--- config.mk ---
export PLATFORM = sky130hd
export DESIGN_NAME = tx_packet_scheduler
export DESIGN_NICKNAME = d
export VERILOG_FILES = /design/src/rtl/router_pkg.sv /design/src/rtl/rr_arbiter.sv /design/src/rtl/tx_packet_scheduler.sv
export SDC_FILE = /design/constraint.sdc
export NUM_CORES = 1
export LEC_CHECK = 0
export BUFFER_PORTS_ARGS = -buffer_cell sky130_fd_sc_hd__clkbuf_2
export CORE_MARGIN = 4
export CORE_UTILIZATION = 31
export DETAILED_ROUTE_END_ITERATION = 10
export PLACE_DENSITY = 0.63
export SYNTH_ARGS = -nofsm -noshare
export SYNTH_HDL_FRONTEND = slang
export SYNTH_HIERARCHICAL = 1
export SYNTH_SLANG_ARGS = --single-unit
--- constraint.sdc ---
create_clock -name clk -period 2.6 [get_ports clk]
set_clock_uncertainty 0.1 [all_clocks]
set_input_delay 0.52 -clock clk [delete_from_list [all_inputs] [get_ports clk]]
set_output_delay 0.52 -clock clk [all_outputs]
set_load 0.02 [all_outputs]
--- src/rtl/router_pkg.sv ---
// Shared types and widths for the router test/ingress path.
// Holds the scheduler state encoding and the transmitter field widths.
package router_pkg;

    localparam int SRCID_W       = 8;
    localparam int DSTID_W       = 8;
    localparam int SIZE_W        = 3;
    localparam int TX_GAP_CYCLES = 1;

    typedef enum logic [1:0] {
        S_IDLE,
        S_LAUNCH,
        S_WAIT_END,
        S_GAP
    } sched_state_t;

endpackage

--- src/rtl/rr_arbiter.sv ---
// Combinational round-robin arbiter: first asserted request at or above ptr_i.
// Ports: req_i request vector, ptr_i start index, gnt_o one-hot winner, valid_o any request.
module rr_arbiter #(
    parameter  int N  = 3,
    localparam int PW = $clog2(N)
) (
    input  logic [N-1:0]  req_i,
    input  logic [PW-1:0] ptr_i,
    output logic [N-1:0]  gnt_o,
    output logic          valid_o
);

    logic [N-1:0] req_rot;
    logic [N-1:0] gnt_rot;

    // Rotate so ptr_i lands at bit 0, pick the lowest set bit, rotate back.
    always_comb begin
        req_rot = N'({req_i, req_i} >> ptr_i);
        gnt_rot = '0;
        for (int j = 0; j < N; j++) begin
            if (req_rot[j] && gnt_rot == '0) begin
                gnt_rot[j] = 1'b1;
            end
        end
        gnt_o   = N'(({gnt_rot, gnt_rot} << ptr_i) >> N);
        valid_o = |req_i;
    end

endmodule

--- src/rtl/tx_packet_scheduler.sv ---
// Round-robin scheduler sharing one packet transmitter among NUM_REQ sources.
// Ports: req/req_* requests in, grant/reject/done/timeout_err pulses out, tx_* to transmitter.
module tx_packet_scheduler
    import router_pkg::*;
#(
    parameter int NUM_REQ = 3,
    parameter int TIMEOUT = 32
) (
    input  logic                       clk,
    input  logic                       rst,
    input  logic [NUM_REQ-1:0]         req,
    input  logic [SRCID_W*NUM_REQ-1:0] req_srcid,
    input  logic [DSTID_W*NUM_REQ-1:0] req_dstid,
    input  logic [SIZE_W*NUM_REQ-1:0]  req_size,
    output logic [NUM_REQ-1:0]         grant,
    output logic [NUM_REQ-1:0]         reject,
    output logic [NUM_REQ-1:0]         done,
    output logic                       timeout_err,
    output logic [SRCID_W-1:0]         tx_srcid,
    output logic [DSTID_W-1:0]         tx_dstid,
    output logic [SIZE_W-1:0]          tx_size,
    output logic                       tx_start,
    input  logic                       tx_packet_starting,
    input  logic                       tx_packet_ending,
    output logic                       busy
);

    localparam int PW = $clog2(NUM_REQ);
    localparam int WD = $clog2(TIMEOUT + 1);

    sched_state_t       state_q, state_d;
    logic [PW-1:0]      rr_ptr_q, rr_ptr_d;
    logic [SRCID_W-1:0] src_q, src_d;
    logic [DSTID_W-1:0] dst_q, dst_d;
    logic [SIZE_W-1:0]  size_q, size_d;
    logic [NUM_REQ-1:0] grant_q, grant_d;
    logic [NUM_REQ-1:0] reject_q, reject_d;
    logic [NUM_REQ-1:0] done_q, done_d;
    logic [NUM_REQ-1:0] owner_q, owner_d;
    logic [NUM_REQ-1:0] mask_q, mask_d;
    logic               tmo_q, tmo_d;
    logic               start_q, start_d;
    logic [WD-1:0]      wdog_q, wdog_d;

    logic [NUM_REQ-1:0] req_eff;
    logic [NUM_REQ-1:0] win;
    logic               win_vld;
    logic [PW-1:0]      win_idx;
    logic [PW-1:0]      next_ptr;
    logic [SRCID_W-1:0] win_src;
    logic [DSTID_W-1:0] win_dst;
    logic [SIZE_W-1:0]  win_size;
    logic [WD-1:0]      wdog_inc;

    // A requester just granted/rejected may still hold req for one cycle.
    assign req_eff = req & ~mask_q;

    rr_arbiter #(.N(NUM_REQ)) u_arb (
        .req_i   (req_eff),
        .ptr_i   (rr_ptr_q),
        .gnt_o   (win),
        .valid_o (win_vld)
    );

    always_comb begin
        win_idx  = '0;
        win_src  = '0;
        win_dst  = '0;
        win_size = '0;
        for (int i = 0; i < NUM_REQ; i++) begin
            if (win[i]) begin
                win_idx  = PW'(i);
                win_src  = req_srcid[i*SRCID_W +: SRCID_W];
                win_dst  = req_dstid[i*DSTID_W +: DSTID_W];
                win_size = req_size[i*SIZE_W +: SIZE_W];
            end
        end
    end

    assign next_ptr = (win_idx == PW'(NUM_REQ - 1)) ? '0 : win_idx + PW'(1);
    assign wdog_inc = wdog_q + WD'(1);

    always_comb begin
        state_d  = state_q;
        rr_ptr_d = rr_ptr_q;
        src_d    = src_q;
        dst_d    = dst_q;
        size_d   = size_q;
        grant_d  = '0;
        reject_d = '0;
        done_d   = '0;
        owner_d  = owner_q;
        mask_d   = '0;
        tmo_d    = 1'b0;
        start_d  = start_q;
        wdog_d   = wdog_q;
        unique case (state_q)
            S_IDLE: begin
                if (win_vld) begin
                    rr_ptr_d = next_ptr;
                    mask_d   = win;
                    if (win_size != '0) begin
                        src_d   = win_src;
                        dst_d   = win_dst;
                        size_d  = win_size;
                        grant_d = win;
                        owner_d = win;
                        start_d = 1'b1;
                        state_d = S_LAUNCH;
                    end else begin
                        reject_d = win;
                    end
                end
            end
            S_LAUNCH: begin
                if (tx_packet_starting) begin
                    start_d = 1'b0;
                    wdog_d  = '0;
                    state_d = S_WAIT_END;
                end
            end
            S_WAIT_END: begin
                // Completion takes priority over a coincident terminal count.
                if (tx_packet_ending) begin
                    done_d  = owner_q;
                    state_d = S_GAP;
                end else if (wdog_inc == WD'(TIMEOUT)) begin
                    tmo_d   = 1'b1;
                    state_d = S_GAP;
                end else begin
                    wdog_d = wdog_inc;
                end
            end
            S_GAP: begin
                state_d = S_IDLE;
            end
            default: begin
                state_d = S_IDLE;
            end
        endcase
    end

    always_ff @(posedge clk or negedge rst) begin
        if (!rst) begin
            state_q  <= S_IDLE;
            rr_ptr_q <= '0;
            src_q    <= '0;
            dst_q    <= '0;
            size_q   <= '0;
            grant_q  <= '0;
            reject_q <= '0;
            done_q   <= '0;
            owner_q  <= '0;
            mask_q   <= '0;
            tmo_q    <= 1'b0;
            start_q  <= 1'b0;
            wdog_q   <= '0;
        end else begin
            state_q  <= state_d;
            rr_ptr_q <= rr_ptr_d;
            src_q    <= src_d;
            dst_q    <= dst_d;
            size_q   <= size_d;
            grant_q  <= grant_d;
            reject_q <= reject_d;
            done_q   <= done_d;
            owner_q  <= owner_d;
            mask_q   <= mask_d;
            tmo_q    <= tmo_d;
            start_q  <= start_d;
            wdog_q   <= wdog_d;
        end
    end

    assign grant       = grant_q;
    assign reject      = reject_q;
    assign done        = done_q;
    assign timeout_err = tmo_q;
    assign tx_srcid    = src_q;
    assign tx_dstid    = dst_q;
    assign tx_size     = size_q;
    assign tx_start    = start_q;
    assign busy        = (state_q != S_IDLE);

endmodule

======== Word level (Yosys, flattened, before mapping) ========
Index checks and enable logic that the tools add are counted.
storage, ports and cells
  flip-flop bits (word level) ............. 46
  output and inout bits ................... 31
  logic and storage cells ................. 87
cells by class
  add/subtract/negate cells ............... 2
  equal/unequal tests ..................... 11
  shift operators ......................... 2
  multiplexer cells ....................... 42
  bitwise operators ....................... 3
  reduce and logical (&&, ||, !) cells .... 14
operator list
  operator                                        number
  two-way mux 8 bit                               6
  two-way mux 3 bit                               13
  two-way mux 6 bit                               3
  two-way mux 2 bit                               7
  case mux 6 bit (2 select lines)                 1
  AND reduction 4 bit                             3
  two-way mux 1 bit                               10
  != test 2 bit (second input constant)           4
  case mux 2 bit (4 select lines)                 1
  adder 6 x 1 -> 6 bit (second input constant)    1
  == test 2 bit (second input constant)           3
  == test 6 bit (second input constant)           1
  nonzero test 2 bit                              3
  << shifter 6 x 2 -> 6 bit                       1
  >> shifter 6 x 2 -> 3 bit                       1
  logical NOT 2 bit                               2
  AND 3 bit                                       1
  != test 3 bit (second input constant)           1
  inverter 3 bit                                  1
  AND reduction 3 bit                             1
  nonzero test 3 bit                              1
  OR reduction 3 bit                              1
  adder 2 x 1 -> 2 bit (second input constant)    1
  == test 2 x 1 -> 1 bit (second input constant)  1
  5 further kinds                                 6

======== Longest topological paths before layout ========
Gate-level depths: netlist of the first run.
  word-level depth ........................ 18
  depth in mapped cells ................... 10
  gate-level depth less buffers ........... 8

======== Cells and area by module ========
Netlist of the first run, hierarchy kept.
modules (own cells, without submodules)
  module               instances  cells each  area an instance (µm²)  seq. area each (µm²)
  tx_packet_scheduler  1          215         2288.4                  1151.1
  rr_arbiter           1          11          78.8                    0.0

======== Least setup slack after synthesis of the first run ========
Ideal clock, no wire load.
  path kind ............................... input -> register
  from .................................... input req[1]
  to ...................................... register dst_q[1], in the netlist tx_dstid[1]
  setup time .............................. 0.128 ns
  arrival ................................. 2.424 ns
  slack ................................... -0.052 ns
  stages on the path ...................... 10
  buffers on the path ..................... 2
  cells stage by stage .................... nor2b_1 -> nor3b_1 -> o31a_1 -> buf_4 -> a21oi_1 -> a21oi_1 -> or3_4 -> nand2_2 -> buf_6 -> mux2_1
on the way
  elaborated cells on any way between the ends .. 19
RTL lines
  item                           line                        text
  start, declared                tx_packet_scheduler.sv:11   input logic [NUM_REQ-1:0] req,
  AND 3 bit *                    tx_packet_scheduler.sv:56   assign req_eff = req & ~mask_q;
  >> shifter 6 x 2 -> 3 bit *    rr_arbiter.sv:18            req_rot = N'({req_i, req_i} >> ptr_i);
  two-way mux 1 bit              rr_arbiter.sv:21            if (req_rot[j] && gnt_rot == '0) begin
  inverter 1 bit                 rr_arbiter.sv:21
  logical AND 1 bit              rr_arbiter.sv:21
  two-way mux 1 bit              rr_arbiter.sv:21
  logical NOT 2 bit              rr_arbiter.sv:21
  logical AND 1 bit              rr_arbiter.sv:21
  two-way mux 1 bit              rr_arbiter.sv:21
  << shifter 6 x 2 -> 6 bit *    rr_arbiter.sv:25            gnt_o = N'(({gnt_rot, gnt_rot} << ptr_i) >> N);
  via win[2]                     tx_packet_scheduler.sv:46   logic [NUM_REQ-1:0] win;
  two-way mux 3 bit              tx_packet_scheduler.sv:71   if (win[i]) begin
  nonzero test 3 bit             tx_packet_scheduler.sv:102  if (win_size != '0) begin
  AND reduction 3 bit (no line)  n/a
  end signal, assigned           tx_packet_scheduler.sv:162  dst_q <= dst_d;
  end, declared                  tx_packet_scheduler.sv:34   logic [DSTID_W-1:0] dst_q, dst_d;
Mark *: on every way through the listed nets, which the timed path passes. The rest lies on a longest branch.
A chain may end at the register's enable or synchronous reset.

======== Worst setup path in the final report of the first run ========
  from .................................... register rr_ptr_q[0]
  to ...................................... register dst_q[5], in the netlist tx_dstid[5]
on the way
  elaborated cells on any way between the ends .. 17
RTL lines
  item                           line                        text
  start, declared                tx_packet_scheduler.sv:32   logic [PW-1:0] rr_ptr_q, rr_ptr_d;
  start signal, assigned         tx_packet_scheduler.sv:160  rr_ptr_q <= rr_ptr_d;
  >> shifter 6 x 2 -> 3 bit      rr_arbiter.sv:18
  two-way mux 1 bit              rr_arbiter.sv:21
  inverter 1 bit                 rr_arbiter.sv:21
  logical AND 1 bit              rr_arbiter.sv:21
  two-way mux 1 bit              rr_arbiter.sv:21
  logical NOT 2 bit              rr_arbiter.sv:21
  logical AND 1 bit              rr_arbiter.sv:21
  two-way mux 1 bit              rr_arbiter.sv:21
  << shifter 6 x 2 -> 6 bit *    rr_arbiter.sv:25
  via win[2]                     tx_packet_scheduler.sv:46
  two-way mux 3 bit              tx_packet_scheduler.sv:71
  nonzero test 3 bit             tx_packet_scheduler.sv:102
  AND reduction 3 bit (no line)  n/a
Marks and branches as above.

==> report_table.html, run 1 <==
<table>
<tr><th>Metric</th><th>Value</th></tr>
<tr><th colspan="2">Yosys</th></tr>
<tr><td>Number of flops mapped to enable cells by yosys</td><td>0</td></tr>
<tr><td>Simple-gate share of the synthesized area</td><td>0.150</td></tr>
<tr><td>Post-synthesis sequential element count</td><td>46</td></tr>
<tr><td>Synthesis warning total</td><td>6</td></tr>
<tr><td>Unique cell type count in the Yosys netlist</td><td>43</td></tr>
<tr><td>Syn Inst Count</td><td>226</td></tr>
<tr><td>Fraction of registers with async set or reset after synthesis</td><td>1.00</td></tr>
<tr><td>Flip-flop cell with the highest count after synthesis</td><td>sky130_fd_sc_hd__dfrtp_1</td></tr>
<tr><td>Post-synthesis net count</td><td>295</td></tr>
<tr><td>Synth Area in XOR/XNOR</td><td>0.0148</td></tr>
<tr><td>Area of the mapped netlist</td><td>2370 sq um</td></tr>
<tr><td>Mux cell area share after synthesis</td><td>0.0904</td></tr>
<tr><td>Dominant combinational cell family by area after synthesis</td><td>compound AO/OA/AOI/OAI gates</td></tr>
<tr><td>Mean area per synthesized cell</td><td>10.5 sq um</td></tr>
<tr><td>Seq/Total Area, Yosys</td><td>0.486</td></tr>
<tr><td>Adder-cell area share of the yosys netlist</td><td>0.0264</td></tr>
<tr><td>Compound-Gate Fraction of Synth Area</td><td>0.193</td></tr>
<tr><th colspan="2">STA</th></tr>
<tr><td>Total negative slack for setup checks</td><td>0 ns</td></tr>
<tr><td>Hold slack</td><td>0.0672 ns</td></tr>
<tr><td>Max-slew violation count</td><td>0</td></tr>
<tr><td>Min cycle time layout</td><td>2.48 ns</td></tr>
<tr><td>Post-route clock period utilization</td><td>0.954</td></tr>
<tr><td>Highest clock rate</td><td>403 MHz</td></tr>
<tr><td>Final Hold Viols</td><td>0</td></tr>
<tr><td>Worst max-slew margin expressed relative to the limit</td><td>0.574</td></tr>
<tr><td>Transition time at the pin with the least slew margin</td><td>0.636 ns</td></tr>
<tr><td>Setup-violating endpoint count in the final report</td><td>0</td></tr>
<tr><td>RSZ-0062 raised after global routing</td><td>false</td></tr>
<tr><td>Final worst-path setup slack</td><td>0.119 ns</td></tr>
<tr><th colspan="2">Finish</th></tr>
<tr><td>Sequential cell area</td><td>1150 sq um</td></tr>
<tr><td>Core occupancy in the finished layout</td><td>0.432</td></tr>
<tr><td>Number of inserted diodes</td><td>0</td></tr>
<tr><td>Layout Cell Area excl Fill</td><td>3160 sq um</td></tr>
<tr><td>Count of filler cells inserted in the layout</td><td>716</td></tr>
<tr><td>Fraction of final layout cells with drive strength greater than 1</td><td>0.408</td></tr>
<tr><td>Area used by multi-input combinational logic</td><td>1170 sq um</td></tr>
<tr><td>Number of nets in the layout</td><td>401</td></tr>
<tr><td>Non-filler instance count after layout</td><td>432</td></tr>
<tr><td>Area added between synthesis and finish</td><td>33.7%</td></tr>
<tr><th colspan="2">Power</th></tr>
<tr><td>Combinational power share</td><td>0.522</td></tr>
<tr><td>Proportion of power drawn by the clock network</td><td>0.143</td></tr>
<tr><td>Peak supply drop</td><td>0.000389 V</td></tr>
<tr><td>Reported leakage power</td><td>1.64 nW</td></tr>
<tr><td>Sequential cell fraction of total power</td><td>0.335</td></tr>
<tr><td>Int Pwr</td><td>1.92 mW</td></tr>
<tr><td>Net switching power</td><td>1.36 mW</td></tr>
<tr><td>Power density normalized to cell area</td><td>1040 nW/um^2</td></tr>
<tr><td>Sw Ratio</td><td>0.415</td></tr>
<tr><td>Total power of the final layout</td><td>3.28 mW</td></tr>
<tr><th colspan="2">Clock network</th></tr>
<tr><td>Buffer type at the clock tree root</td><td>sky130_fd_sc_hd__clkbuf_8</td></tr>
<tr><td>Worst skew pair latency</td><td>0.29 ns</td></tr>
<tr><td>CTS tree</td><td>built</td></tr>
<tr><td>Clock slew at reported path FFs</td><td>0.09 ns</td></tr>
<tr><td>H-tree depth</td><td>2</td></tr>
<tr><td>Number of clock buffers inserted by TritonCTS</td><td>5</td></tr>
<tr><td>Buffer depth of the longest clock path</td><td>2</td></tr>
<tr><td>Number of clock sinks</td><td>46</td></tr>
<tr><td>Hold_buf cts</td><td>0</td></tr>
<tr><th colspan="2">Setup path</th></tr>
<tr><td>Class of the most critical setup path</td><td>reg2reg</td></tr>
<tr><td>Worst Reg2Reg Path Length in Cells</td><td>7</td></tr>
<tr><td>Data arrival, critical path</td><td>2.56 ns</td></tr>
<tr><td>Kind of end point of the critical path</td><td>flip-flop</td></tr>
<tr><td>Worst Path Max Fanout</td><td>18</td></tr>
<tr><td>Required @ worst endpoint</td><td>2.68 ns</td></tr>
<tr><td>Startpoint Class</td><td>flip-flop</td></tr>
<tr><th colspan="2">Job</th></tr>
<tr><td>Max-Cap Viols</td><td>0</td></tr>
<tr><th colspan="2">Detailed routing</th></tr>
<tr><td>Number of DRC violations after detailed-routing iteration 0</td><td>46</td></tr>
<tr><td>Remaining number of nets flagged by the antenna check after routing</td><td>0</td></tr>
<tr><td>Via count normalized by instance count</td><td>4.78</td></tr>
<tr><td>Drt drc</td><td>0</td></tr>
<tr><td>Via total after detailed routing</td><td>2064</td></tr>
<tr><td>Length of the first detailed-routing pass in iterations</td><td>6</td></tr>
<tr><td>Final routed wirelength across all metal layers</td><td>6.20 mm</td></tr>
<tr><td>Average wire length per cell after detail routing</td><td>14.4 um</td></tr>
<tr><th colspan="2">Floorplanning</th></tr>
<tr><td>Die Area</td><td>9100 sq um</td></tr>
<tr><td>Std-Cell Core Area</td><td>7330 sq um</td></tr>
<tr><td>Height of the die</td><td>95.4 um</td></tr>
<tr><td>Row count</td><td>31</td></tr>
<tr><td>Die extent in x</td><td>95.4 um</td></tr>
<tr><td>Top-level I/O count</td><td>95</td></tr>
<tr><td>Starting utilization of the core area</td><td>0.323</td></tr>
<tr><th colspan="2">Place</th></tr>
<tr><td>Area after DPL</td><td>3020 sq um</td></tr>
<tr><td>Total half-perimeter wirelength after legalization and detailed placement</td><td>4.82 mm</td></tr>
<tr><td>Port Buffers</td><td>94</td></tr>
<tr><td>Cell total after placement</td><td>422</td></tr>
<tr><td>Placer Congestion</td><td>0.757</td></tr>
<tr><td>Placement-stage worst setup slack</td><td>-0.188 ns</td></tr>
<tr><th colspan="2">GRT</th></tr>
<tr><td>Via count of the first global-routing pass</td><td>2009</td></tr>
<tr><td>Number of antenna violations at the first check in global routing</td><td>0</td></tr>
<tr><td>All-Layer GR Usage</td><td>0.137</td></tr>
<tr><td>Largest net degree at the start of global routing</td><td>36</td></tr>
<tr><td>Remaining global-route overflow</td><td>0</td></tr>
<tr><td>First-pass GRT wire length</td><td>9.67 mm</td></tr>
<tr><th colspan="2">Outcome</th></tr>
<tr><td>Outcome</td><td>finished, final reports clean</td></tr>
<tr><th colspan="2">Min path</th></tr>
<tr><td>Worst min-delay path class</td><td>in2async</td></tr>
</table>
==> worst paths after layout <==
| kind | from | to | slack, ns |
|---|---|---|---|
| worst min-delay path | rst | tx_srcid[1]$_DFFE_PN0P_ | 0.07 |
| min in group clk | owner_q[0]$_DFFE_PN0P_ | owner_q[0]$_DFFE_PN0P_ | 0.38 |
| worst max-delay path | rr_ptr_q[0]$_DFFE_PN0P_ | tx_dstid[5]$_DFFE_PN0P_ | 0.12 |
| max in group asynchronous | rst | wdog_q[5]$_DFFE_PN0P_ | 1.75 |
| worst max register to register | rr_ptr_q[0]$_DFFE_PN0P_ | tx_dstid[5]$_DFFE_PN0P_ | 0.12 |
| worst min register to register | owner_q[0]$_DFFE_PN0P_ | owner_q[0]$_DFFE_PN0P_ | 0.38 |
==> routing by layer <==
layer	global-route usage	part of all wire	vias up
met1	0.164	0.41	1003
met4	0.0509	0.020	0
met5	0	0	-
met3	0.0339	0.043	9
li1	-	-	1019
met2	0.237	0.53	33
==> what timing repair did <==
| item | 4_1_cts | 5_1_grt |
|---|---|---|
| endpoints found under the setup margin | 0 | 23 |
| gates resized for setup | 0 | 8 |
| setup buffers | 0 | 2 |
==> final cells by class <==
cell class	instances	share of cell area
clock inverter	2	0.00514
clock buffer	6	0.0261
inverter	8	0.00949
multi-input combinational	161	0.370
sequential	46	0.364
timing repair buffer	110	0.187
tap	99	0.0391
==> sequential cells by signal (all words and copies together), names as in the netlist <==
signal       flops
done             3
grant            3
mask_q           3
owner_q          3
reject           3
rr_ptr_q         2
state_q          2
timeout_err      1
tx_dstid         8
tx_size          3
tx_srcid         8
tx_start         1
wdog_q           6
==> kinds of logic after synthesis <==
family / count (synthesis)
buffers and inverters: 19
adder cells (fa/ha/maj): 5
flip-flops: 46
XOR/XNOR: 4
AO/OA/AOI/OAI: 65
multiplexers: 19
AND/OR/NAND/NOR: 68
==> Yosys cell counts (all sizes together) (3+ instances only) <==
| cell type | instances | area [sq um] |
|---|---|---|
| inv | 8 | 30.0 |
| buf | 4 | 35.0 |
| a22o | 4 | 35.0 |
| dfrtp | 46 | 1150 |
| and3 | 3 | 18.8 |
| nand2 | 27 | 104 |
| a21o | 4 | 30.0 |
| nor2b | 11 | 68.8 |
| mux2 | 19 | 214 |
| a22oi | 15 | 113 |
| ha | 5 | 62.6 |
| nor2 | 9 | 33.8 |
| a21oi | 10 | 50.1 |
| o21ai | 17 | 85.1 |
| nand3b | 4 | 30.0 |
| clkbuf | 7 | 26.3 |
==> power groups by stage <==
stage	sequential [mW]	combinational, mW	clock (mW)
3_5_place_dp	1.11	1.64	0
3_3_place_gp	1.10	1.62	0
5_1_grt	1.13	1.88	0.516
4_1_cts	1.10	1.65	0.491
6_report	1.10	1.71	0.469
2_1_floorplan	1.27	0.951	0
==> cells in the final DEF, fill, tap and decap left out, types with 2 or more instances in the layout <==
cell                        synthesis  final
sky130_fd_sc_hd__a21o_1             4      4
sky130_fd_sc_hd__mux2_1            16     15
sky130_fd_sc_hd__o21ai_0           17     17
sky130_fd_sc_hd__nand2_1           26     26
sky130_fd_sc_hd__nor3_1             2      2
sky130_fd_sc_hd__a221oi_2           2      2
sky130_fd_sc_hd__nor2b_1           11      8
sky130_fd_sc_hd__nor2_1             9      9
sky130_fd_sc_hd__xor2_1             2      2
sky130_fd_sc_hd__nand3b_1           4      4
sky130_fd_sc_hd__mux2_2             3      4
sky130_fd_sc_hd__clkbuf_2           0     94
sky130_fd_sc_hd__a22oi_1           15     15
sky130_fd_sc_hd__nor3b_1            2      2
sky130_fd_sc_hd__a21oi_2            0      3
sky130_fd_sc_hd__nor4b_1            2      2
sky130_fd_sc_hd__buf_4              1     16
sky130_fd_sc_hd__a22o_1             4      4
sky130_fd_sc_hd__xnor2_1            2      2
sky130_fd_sc_hd__and3_1             3      3
sky130_fd_sc_hd__ha_1               5      5
sky130_fd_sc_hd__o2bb2ai_1          2      2
sky130_fd_sc_hd__a21oi_1           10      7
sky130_fd_sc_hd__clkbuf_8           0      6
sky130_fd_sc_hd__nor2b_2            0      3
sky130_fd_sc_hd__and2_1             2      2
sky130_fd_sc_hd__dfrtp_1           46     46
sky130_fd_sc_hd__inv_1              8      8
==> worst max-delay path, cell delays in order, from the launching register on <==
cell and delay (ns):
sky130_fd_sc_hd__dfrtp_1 0.46, sky130_fd_sc_hd__nor3b_1 0.18, sky130_fd_sc_hd__o31a_1 0.37, sky130_fd_sc_hd__a21oi_1 0.21, sky130_fd_sc_hd__a21oi_2 0.11, sky130_fd_sc_hd__or3_4 0.43
sky130_fd_sc_hd__nand2_8 0.16, sky130_fd_sc_hd__mux2_1 0.35
Note: power is estimated with default switching activity, not from simulation.
==> run 2: changes to the inputs <==
--- a/config.mk
+++ b/config.mk
@@ -10,6 +10,7 @@
 export CORE_UTILIZATION = 31
 export DETAILED_ROUTE_END_ITERATION = 10
 export PLACE_DENSITY = 0.63
+export RECOVER_POWER = 25
 export SYNTH_ARGS = -nofsm -noshare
 export SYNTH_HDL_FRONTEND = slang
 export SYNTH_HIERARCHICAL = 1
==> report_table.html, run 2 (synthesized netlist as in run 1, its figures left out) <==
<table>
<tr><th>Metric</th><th>Value</th></tr>
<tr><th colspan="2">Clock network</th></tr>
<tr><td>Number of clock buffers inserted by TritonCTS</td><td>5 (unchanged)</td></tr>
<tr><td>H-tree depth</td><td>2 (unchanged)</td></tr>
<tr><td>Number of clock sinks</td><td>46 (unchanged)</td></tr>
<tr><td>CTS tree</td><td>built</td></tr>
<tr><td>Clock slew at reported path FFs</td><td>0.09 ns (about the same)</td></tr>
<tr><td>Buffer depth of the longest clock path</td><td>2 (unchanged)</td></tr>
<tr><td>Buffer type at the clock tree root</td><td>sky130_fd_sc_hd__clkbuf_8</td></tr>
<tr><td>Worst skew pair latency</td><td>0.29 ns (about the same)</td></tr>
<tr><th colspan="2">STA</th></tr>
<tr><td>Final Hold Viols</td><td>0 (unchanged)</td></tr>
<tr><td>Min cycle time layout</td><td>2.48 ns (-0.00171 ns)</td></tr>
<tr><td>Worst max-slew margin expressed relative to the limit</td><td>0.296 (-0.278)</td></tr>
<tr><td>Highest clock rate</td><td>403 MHz (about the same)</td></tr>
<tr><td>Setup-violating endpoint count in the final report</td><td>0 (unchanged)</td></tr>
<tr><td>Transition time at the pin with the least slew margin</td><td>1.06 ns (+0.420 ns)</td></tr>
<tr><td>Total negative slack for setup checks</td><td>0 ns (unchanged)</td></tr>
<tr><td>Post-route clock period utilization</td><td>0.954 (about the same)</td></tr>
<tr><td>RSZ-0062 raised after global routing</td><td>false</td></tr>
<tr><td>Max-slew violation count</td><td>0 (unchanged)</td></tr>
<tr><th colspan="2">Detailed routing</th></tr>
<tr><td>Drt drc</td><td>0 (unchanged)</td></tr>
<tr><td>Final routed wirelength across all metal layers</td><td>6.21 mm (+0.11%)</td></tr>
<tr><td>Remaining number of nets flagged by the antenna check after routing</td><td>0 (unchanged)</td></tr>
<tr><td>Number of DRC violations after detailed-routing iteration 0</td><td>49 (+6.5%)</td></tr>
<tr><td>Average wire length per cell after detail routing</td><td>14.4 um (+0.11%)</td></tr>
<tr><td>Via count normalized by instance count</td><td>4.78 (about the same)</td></tr>
<tr><td>Via total after detailed routing</td><td>2063 (-0.048%)</td></tr>
<tr><td>Length of the first detailed-routing pass in iterations</td><td>4 (-2)</td></tr>
<tr><th colspan="2">Finish</th></tr>
<tr><td>Top library cells by usage in the layout, fill and taps aside</td><td>sky130_fd_sc_hd__clkbuf_2, sky130_fd_sc_hd__dfrtp_1, sky130_fd_sc_hd__nand2_1</td></tr>
<tr><td>Most common cell after layout, fill and taps aside</td><td>sky130_fd_sc_hd__clkbuf_2</td></tr>
<tr><td>Number of inserted diodes</td><td>0 (unchanged)</td></tr>
<tr><td>Sequential cell area</td><td>1150 sq um (unchanged)</td></tr>
<tr><td>Count of filler cells inserted in the layout</td><td>717 (+0.14%)</td></tr>
<tr><td>Area used by multi-input combinational logic</td><td>1170 sq um (unchanged)</td></tr>
<tr><td>Layout Cell Area excl Fill</td><td>3160 sq um (-0.16%)</td></tr>
<tr><td>Number of nets in the layout</td><td>401 (unchanged)</td></tr>
<tr><td>Area added between synthesis and finish</td><td>33.5%</td></tr>
<tr><td>Fraction of final layout cells with drive strength greater than 1</td><td>0.402 (-0.00601)</td></tr>
<tr><th colspan="2">Floorplanning</th></tr>
<tr><td>Std-Cell Core Area</td><td>7330 sq um (unchanged)</td></tr>
<tr><td>Top-level I/O count</td><td>95 (unchanged)</td></tr>
<tr><td>Row count</td><td>31 (unchanged)</td></tr>
<tr><td>Height of the die</td><td>95.4 um (unchanged)</td></tr>
<tr><td>Starting utilization of the core area</td><td>0.323 (unchanged)</td></tr>
<tr><td>Die extent in x</td><td>95.4 um (unchanged)</td></tr>
<tr><td>Die Area</td><td>9100 sq um (unchanged)</td></tr>
<tr><th colspan="2">Power</th></tr>
<tr><td>Total power of the final layout</td><td>3.28 mW (about the same)</td></tr>
<tr><td>Reported leakage power</td><td>1.63 nW (-0.40%)</td></tr>
<tr><td>Peak supply drop</td><td>0.000389 V (about the same)</td></tr>
<tr><td>Power density normalized to cell area</td><td>1040 nW/um^2 (+0.11%)</td></tr>
<tr><th colspan="2">Place</th></tr>
<tr><td>Area after DPL</td><td>3020 sq um (unchanged)</td></tr>
<tr><td>Total half-perimeter wirelength after legalization and detailed placement</td><td>4.82 mm (unchanged)</td></tr>
<tr><td>Port Buffers</td><td>94 (unchanged)</td></tr>
<tr><td>Placer Congestion</td><td>0.757 (unchanged)</td></tr>
<tr><th colspan="2">Setup path</th></tr>
<tr><td>Startpoint Class</td><td>flip-flop</td></tr>
<tr><td>Data arrival, critical path</td><td>2.56 ns (about the same)</td></tr>
<tr><td>Worst Path Max Fanout</td><td>18 (unchanged)</td></tr>
<tr><td>Kind of end point of the critical path</td><td>flip-flop</td></tr>
<tr><td>Class of the most critical setup path</td><td>reg2reg</td></tr>
<tr><td>Required @ worst endpoint</td><td>2.68 ns (about the same)</td></tr>
<tr><th colspan="2">Outcome</th></tr>
<tr><td>Outcome</td><td>finished, final reports clean</td></tr>
<tr><th colspan="2">GRT</th></tr>
<tr><td>Remaining global-route overflow</td><td>0 (unchanged)</td></tr>
<tr><td>First-pass GRT wire length</td><td>9.67 mm (unchanged)</td></tr>
<tr><td>Largest net degree at the start of global routing</td><td>36 (unchanged)</td></tr>
<tr><td>Via count of the first global-routing pass</td><td>2009 (unchanged)</td></tr>
<tr><td>Number of antenna violations at the first check in global routing</td><td>0 (unchanged)</td></tr>
<tr><td>All-Layer GR Usage</td><td>0.137 (unchanged)</td></tr>
<tr><th colspan="2">Job</th></tr>
<tr><td>Max-Cap Viols</td><td>0 (unchanged)</td></tr>
<tr><th colspan="2">Min path</th></tr>
<tr><td>Worst min-delay path class</td><td>in2async</td></tr>
</table>
run 2: final timing paths:
check	from	to	slack [ns]	cells after the start
max	rr_ptr_q[0]$_DFFE_PN0P_	tx_dstid[5]$_DFFE_PN0P_	0.12	7
min	rst	tx_dstid[4]$_DFFE_PN0P_	0.28	1
min in group clk	owner_q[0]$_DFFE_PN0P_	owner_q[0]$_DFFE_PN0P_	0.39	1
max in group asynchronous	rst	done[0]$_DFF_PN0_	0.95	2
max reg2reg	rr_ptr_q[0]$_DFFE_PN0P_	tx_dstid[5]$_DFFE_PN0P_	0.12	7
min reg2reg	owner_q[0]$_DFFE_PN0P_	owner_q[0]$_DFFE_PN0P_	0.39	1
run 2: critical path: stages (launching register included):
cell and delay [ns]:
sky130_fd_sc_hd__dfrtp_1 0.46, sky130_fd_sc_hd__nor3b_1 0.17, sky130_fd_sc_hd__o31a_1 0.37, sky130_fd_sc_hd__a21oi_1 0.21, sky130_fd_sc_hd__a21oi_2 0.11, sky130_fd_sc_hd__or3_4 0.43
sky130_fd_sc_hd__nand2_8 0.16, sky130_fd_sc_hd__mux2_1 0.35
run 2: metal layers:
| metal | global-route usage | wire length, um |
|---|---|---|
| met3 | 0.0339 | 269 |
| met4 | 0.0509 | 123 |
| met1 | 0.164 | 2520 |
| met2 | 0.237 | 3290 |
| met5 | 0 | 0 |
run 2: what timing repair did:
action | 4_1_cts | 5_1_grt
setup buffers | 0 | 2
hold buffers | 0 | 0
resized for setup | 0 | 8
setup endpoints to repair | 0 | 23
run 2: layout make-up:
type,instances,area share
inverters,8,0.00950
clock inverters,2,0.00515
well taps,99,0.0392
repair buffers,110,0.185
clock buffers,6,0.0261
flip-flops and latches,46,0.364
multi-input cells,161,0.370
run 2: stage by stage:
step / setup WS (ns) / std cells / util / hold slack [ns]
6_report: 0.121 / 432 / 0.431 / 0.285
5_1_grt: 0.0233 / 432 / 0.431 / 0.365
4_1_cts: 0.0250 / 430 / 0.425 / 0.0686
3_5_place_dp: -0.188 / 422 / 0.411 / 0.376
3_3_place_gp: -0.111 / 422 / 0.411 / 0.366
2_1_floorplan: 0.00508 / 226 / - / 0.124
run 2: where the power goes:
group	switching (mW)	total [mW]	internal, mW
logic	0.960	1.71	0.750
registers	0.150	1.10	0.948
clock network	0.249	0.468	0.219
==> run 3: changes to the inputs <==
--- a/config.mk
+++ b/config.mk
@@ -9,6 +9,7 @@
 export CORE_MARGIN = 4
 export CORE_UTILIZATION = 31
 export DETAILED_ROUTE_END_ITERATION = 10
+export MAX_ROUTING_LAYER = met4
 export PLACE_DENSITY = 0.63
 export RECOVER_POWER = 25
 export SYNTH_ARGS = -nofsm -noshare
==> report_table.html, run 3 (synthesized netlist as in run 1, its figures left out) <==
<table>
<tr><th>Metric</th><th>Value</th></tr>
<tr><th colspan="2">Outcome</th></tr>
<tr><td>Outcome</td><td>finished, final reports clean</td></tr>
<tr><th colspan="2">Clock network</th></tr>
<tr><td>Number of clock buffers inserted by TritonCTS</td><td>5 (unchanged)</td></tr>
<tr><td>Clock slew at reported path FFs</td><td>0.09 ns (about the same)</td></tr>
<tr><td>CTS tree</td><td>built</td></tr>
<tr><td>Number of clock sinks</td><td>46 (unchanged)</td></tr>
<tr><td>Buffer depth of the longest clock path</td><td>2 (unchanged)</td></tr>
<tr><td>Buffer type at the clock tree root</td><td>sky130_fd_sc_hd__clkbuf_8</td></tr>
<tr><td>H-tree depth</td><td>2 (unchanged)</td></tr>
<tr><td>Worst skew pair latency</td><td>0.29 ns (about the same)</td></tr>
<tr><th colspan="2">Place</th></tr>
<tr><td>Placer Congestion</td><td>0.767 (+1.3%)</td></tr>
<tr><td>Port Buffers</td><td>94 (unchanged)</td></tr>
<tr><td>Total half-perimeter wirelength after legalization and detailed placement</td><td>4.82 mm (unchanged)</td></tr>
<tr><th colspan="2">Setup path</th></tr>
<tr><td>Crit path cell chain</td><td>nor3b_1 &gt; o31a_1 &gt; a21oi_1 &gt; a21oi_2 &gt; or3_4 &gt; nand2_8 &gt; mux2_1</td></tr>
<tr><td>Worst Reg2Reg Path Length in Cells</td><td>7 (unchanged)</td></tr>
<tr><td>Data arrival, critical path</td><td>2.57 ns (about the same)</td></tr>
<tr><td>Origin of the critical flop-to-flop path</td><td>rr_ptr_q[0]$_DFFE_PN0P_</td></tr>
<tr><td>Startpoint of the most critical setup path</td><td>rr_ptr_q[0]$_DFFE_PN0P_</td></tr>
<tr><td>Critical register-to-register path endpoint</td><td>tx_dstid[5]$_DFFE_PN0P_</td></tr>
<tr><td>Worst Path Max Fanout</td><td>18 (unchanged)</td></tr>
<tr><td>Class of the most critical setup path</td><td>reg2reg</td></tr>
<tr><td>R2R setup slack</td><td>0.12 ns (about the same)</td></tr>
<tr><td>CP top delay family</td><td>simple AND/OR/NAND/NOR gates</td></tr>
<tr><td>Total stage count of the critical path</td><td>7 (unchanged)</td></tr>
<tr><td>Startpoint Class</td><td>flip-flop</td></tr>
<tr><td>Slowest cell on the critical path</td><td>sky130_fd_sc_hd__dfrtp_1</td></tr>
<tr><td>End point of the critical path</td><td>tx_dstid[5]$_DFFE_PN0P_</td></tr>
<tr><td>Required @ worst endpoint</td><td>2.68 ns (about the same)</td></tr>
<tr><td>Buffering stage count on the worst path with inverters included</td><td>0 (unchanged)</td></tr>
<tr><td>Kind of end point of the critical path</td><td>flip-flop</td></tr>
<tr><td>Biggest cell delay along the critical path</td><td>0.47 ns (about the same)</td></tr>
<tr><th colspan="2">STA</th></tr>
<tr><td>Final Hold Viols</td><td>0 (unchanged)</td></tr>
<tr><td>Max-slew violation count</td><td>0 (unchanged)</td></tr>
<tr><td>Total negative slack for setup checks</td><td>0 ns (unchanged)</td></tr>
<tr><td>Worst max-slew margin expressed relative to the limit</td><td>0.307 (+0.0109)</td></tr>
<tr><td>Post-route clock period utilization</td><td>0.955 (+0.00158)</td></tr>
<tr><td>RSZ-0062 raised after global routing</td><td>false</td></tr>
<tr><td>Transition time at the pin with the least slew margin</td><td>1.04 ns (-0.0163 ns)</td></tr>
<tr><td>Setup-violating endpoint count in the final report</td><td>0 (unchanged)</td></tr>
<tr><td>Min cycle time layout</td><td>2.48 ns (+0.00410 ns)</td></tr>
<tr><td>Highest clock rate</td><td>403 MHz (-0.17%)</td></tr>
<tr><th colspan="2">Detailed routing</th></tr>
<tr><td>Number of DRC violations after detailed-routing iteration 0</td><td>49 (unchanged)</td></tr>
<tr><td>Via total after detailed routing</td><td>2058 (-0.24%)</td></tr>
<tr><td>Remaining number of nets flagged by the antenna check after routing</td><td>0 (unchanged)</td></tr>
<tr><td>Final routed wirelength across all metal layers</td><td>6.20 mm (about the same)</td></tr>
<tr><td>Drt drc</td><td>0 (unchanged)</td></tr>
<tr><td>Length of the first detailed-routing pass in iterations</td><td>6 (+2)</td></tr>
<tr><td>Average wire length per cell after detail routing</td><td>14.4 um (about the same)</td></tr>
<tr><td>Via count normalized by instance count</td><td>4.76 (-0.24%)</td></tr>
<tr><th colspan="2">Power</th></tr>
<tr><td>Proportion of power drawn by the clock network</td><td>0.143 (about the same)</td></tr>
<tr><td>Int Pwr</td><td>1.92 mW (about the same)</td></tr>
<tr><td>Reported leakage power</td><td>1.63 nW (unchanged)</td></tr>
<tr><td>Net switching power</td><td>1.36 mW (+0.22%)</td></tr>
<tr><td>Power density normalized to cell area</td><td>1040 nW/um^2 (about the same)</td></tr>
<tr><td>Sw Ratio</td><td>0.415 (+0.000546)</td></tr>
<tr><td>Combinational power share</td><td>0.522 (about the same)</td></tr>
<tr><td>Sequential cell fraction of total power</td><td>0.335 (about the same)</td></tr>
<tr><td>Peak supply drop</td><td>0.000389 V (about the same)</td></tr>
<tr><th colspan="2">Finish</th></tr>
<tr><td>Top library cells by usage in the layout, fill and taps aside</td><td>sky130_fd_sc_hd__clkbuf_2, sky130_fd_sc_hd__dfrtp_1, sky130_fd_sc_hd__nand2_1</td></tr>
<tr><td>Area added between synthesis and finish</td><td>33.5% (unchanged)</td></tr>
<tr><td>Number of nets in the layout</td><td>401 (unchanged)</td></tr>
<tr><td>Fraction of final layout cells with drive strength greater than 1</td><td>0.402 (unchanged)</td></tr>
<tr><td>Area used by multi-input combinational logic</td><td>1170 sq um (unchanged)</td></tr>
<tr><td>Core occupancy in the finished layout</td><td>0.431 (unchanged)</td></tr>
<tr><td>Sequential cell area</td><td>1150 sq um (unchanged)</td></tr>
<tr><td>Count of filler cells inserted in the layout</td><td>717 (unchanged)</td></tr>
<tr><td>Number of inserted diodes</td><td>0 (unchanged)</td></tr>
<tr><td>Most common cell after layout, fill and taps aside</td><td>sky130_fd_sc_hd__clkbuf_2</td></tr>
<tr><th colspan="2">GRT</th></tr>
<tr><td>Remaining global-route overflow</td><td>0 (unchanged)</td></tr>
<tr><td>Largest net degree at the start of global routing</td><td>36 (unchanged)</td></tr>
<tr><td>Number of antenna violations at the first check in global routing</td><td>0 (unchanged)</td></tr>
<tr><td>Via count of the first global-routing pass</td><td>2013 (+0.20%)</td></tr>
<tr><td>First-pass GRT wire length</td><td>9.65 mm (-0.13%)</td></tr>
<tr><td>All-Layer GR Usage</td><td>0.141 (+0.00377)</td></tr>
<tr><th colspan="2">Job</th></tr>
<tr><td>Max-Cap Viols</td><td>0 (unchanged)</td></tr>
<tr><th colspan="2">Floorplanning</th></tr>
<tr><td>Die Area</td><td>9100 sq um (unchanged)</td></tr>
<tr><td>Starting utilization of the core area</td><td>0.323 (unchanged)</td></tr>
<tr><td>Std-Cell Core Area</td><td>7330 sq um (unchanged)</td></tr>
<tr><td>Row count</td><td>31 (unchanged)</td></tr>
<tr><td>Height of the die</td><td>95.4 um (unchanged)</td></tr>
<tr><td>Die extent in x</td><td>95.4 um (unchanged)</td></tr>
<tr><td>Top-level I/O count</td><td>95 (unchanged)</td></tr>
<tr><th colspan="2">Min path</th></tr>
<tr><td>Worst min-delay path class</td><td>in2async</td></tr>
</table>
[run 3: cell counts in the layout (fill, tap and decap cells not counted)]
Identical to the previous run, type by type.
[run 3: how the worst min path moves through the flow]
stage,startpoint,endpoint,slack [ns],depth (start not counted)
after floorplan,rst,done[0]$_DFF_PN0_,0.12,0
after global placement,owner_q[0]$_DFFE_PN0P_,owner_q[0]$_DFFE_PN0P_,0.37,1
after detailed placement,owner_q[0]$_DFFE_PN0P_,owner_q[0]$_DFFE_PN0P_,0.38,1
after CTS,rst,rr_ptr_q[0]$_DFFE_PN0P_,0.07,1
after global routing,rst,rr_ptr_q[0]$_DFFE_PN0P_,0.36,1
final,rst,tx_srcid[1]$_DFFE_PN0P_,0.28,1
[run 3: routing by layer]
metal  track usage  share of wire  wire length, um  vias up
met1         0.164           0.40             2510      995
met5             -              0                0        -
met3        0.0316          0.043              265       10
met4        0.0509          0.020              125        0
met2         0.238           0.53             3300       34
li1              -              -                -     1019
[run 3: stage by stage]
stage | cell area [sq um] | cells | hold WS [ns] | power, mW | setup slack (ns)
global route | 3160 | 432 | 0.356 | 3.52 | 0.0233
CTS | 3110 | 430 | 0.0686 | 3.23 | 0.0250
global placement | 3020 | 422 | 0.366 | 2.71 | -0.111
floorplan | 2380 | 226 | 0.124 | 2.22 | 0.00508
detailed placement | 3020 | 422 | 0.376 | 2.75 | -0.188
finish | 3160 | 432 | 0.277 | 3.28 | 0.117
[run 3: timing repair]
action / in CTS / in global routing
buffers inserted: 0 / 2
gates resized for setup: 0 / 8
setup endpoints to repair: 0 / 23
hold buffers: 0 / 0
[run 3: power groups by stage]
stage | clock network [mW] | logic [mW] | registers, mW
finish | 0.469 | 1.71 | 1.10
global route | 0.516 | 1.88 | 1.13
CTS | 0.491 | 1.65 | 1.10
detailed placement | 0 | 1.64 | 1.11
global placement | 0 | 1.62 | 1.10
floorplan | 0 | 0.951 | 1.27
[run 3: final cells by class]
type                       count  area share
tap                           99      0.0392
timing repair buffer         110       0.185
multi-input combinational    161       0.370
clock inverter                 2     0.00515
sequential                    46       0.364
inverter                       8     0.00950
clock buffer                   6      0.0261
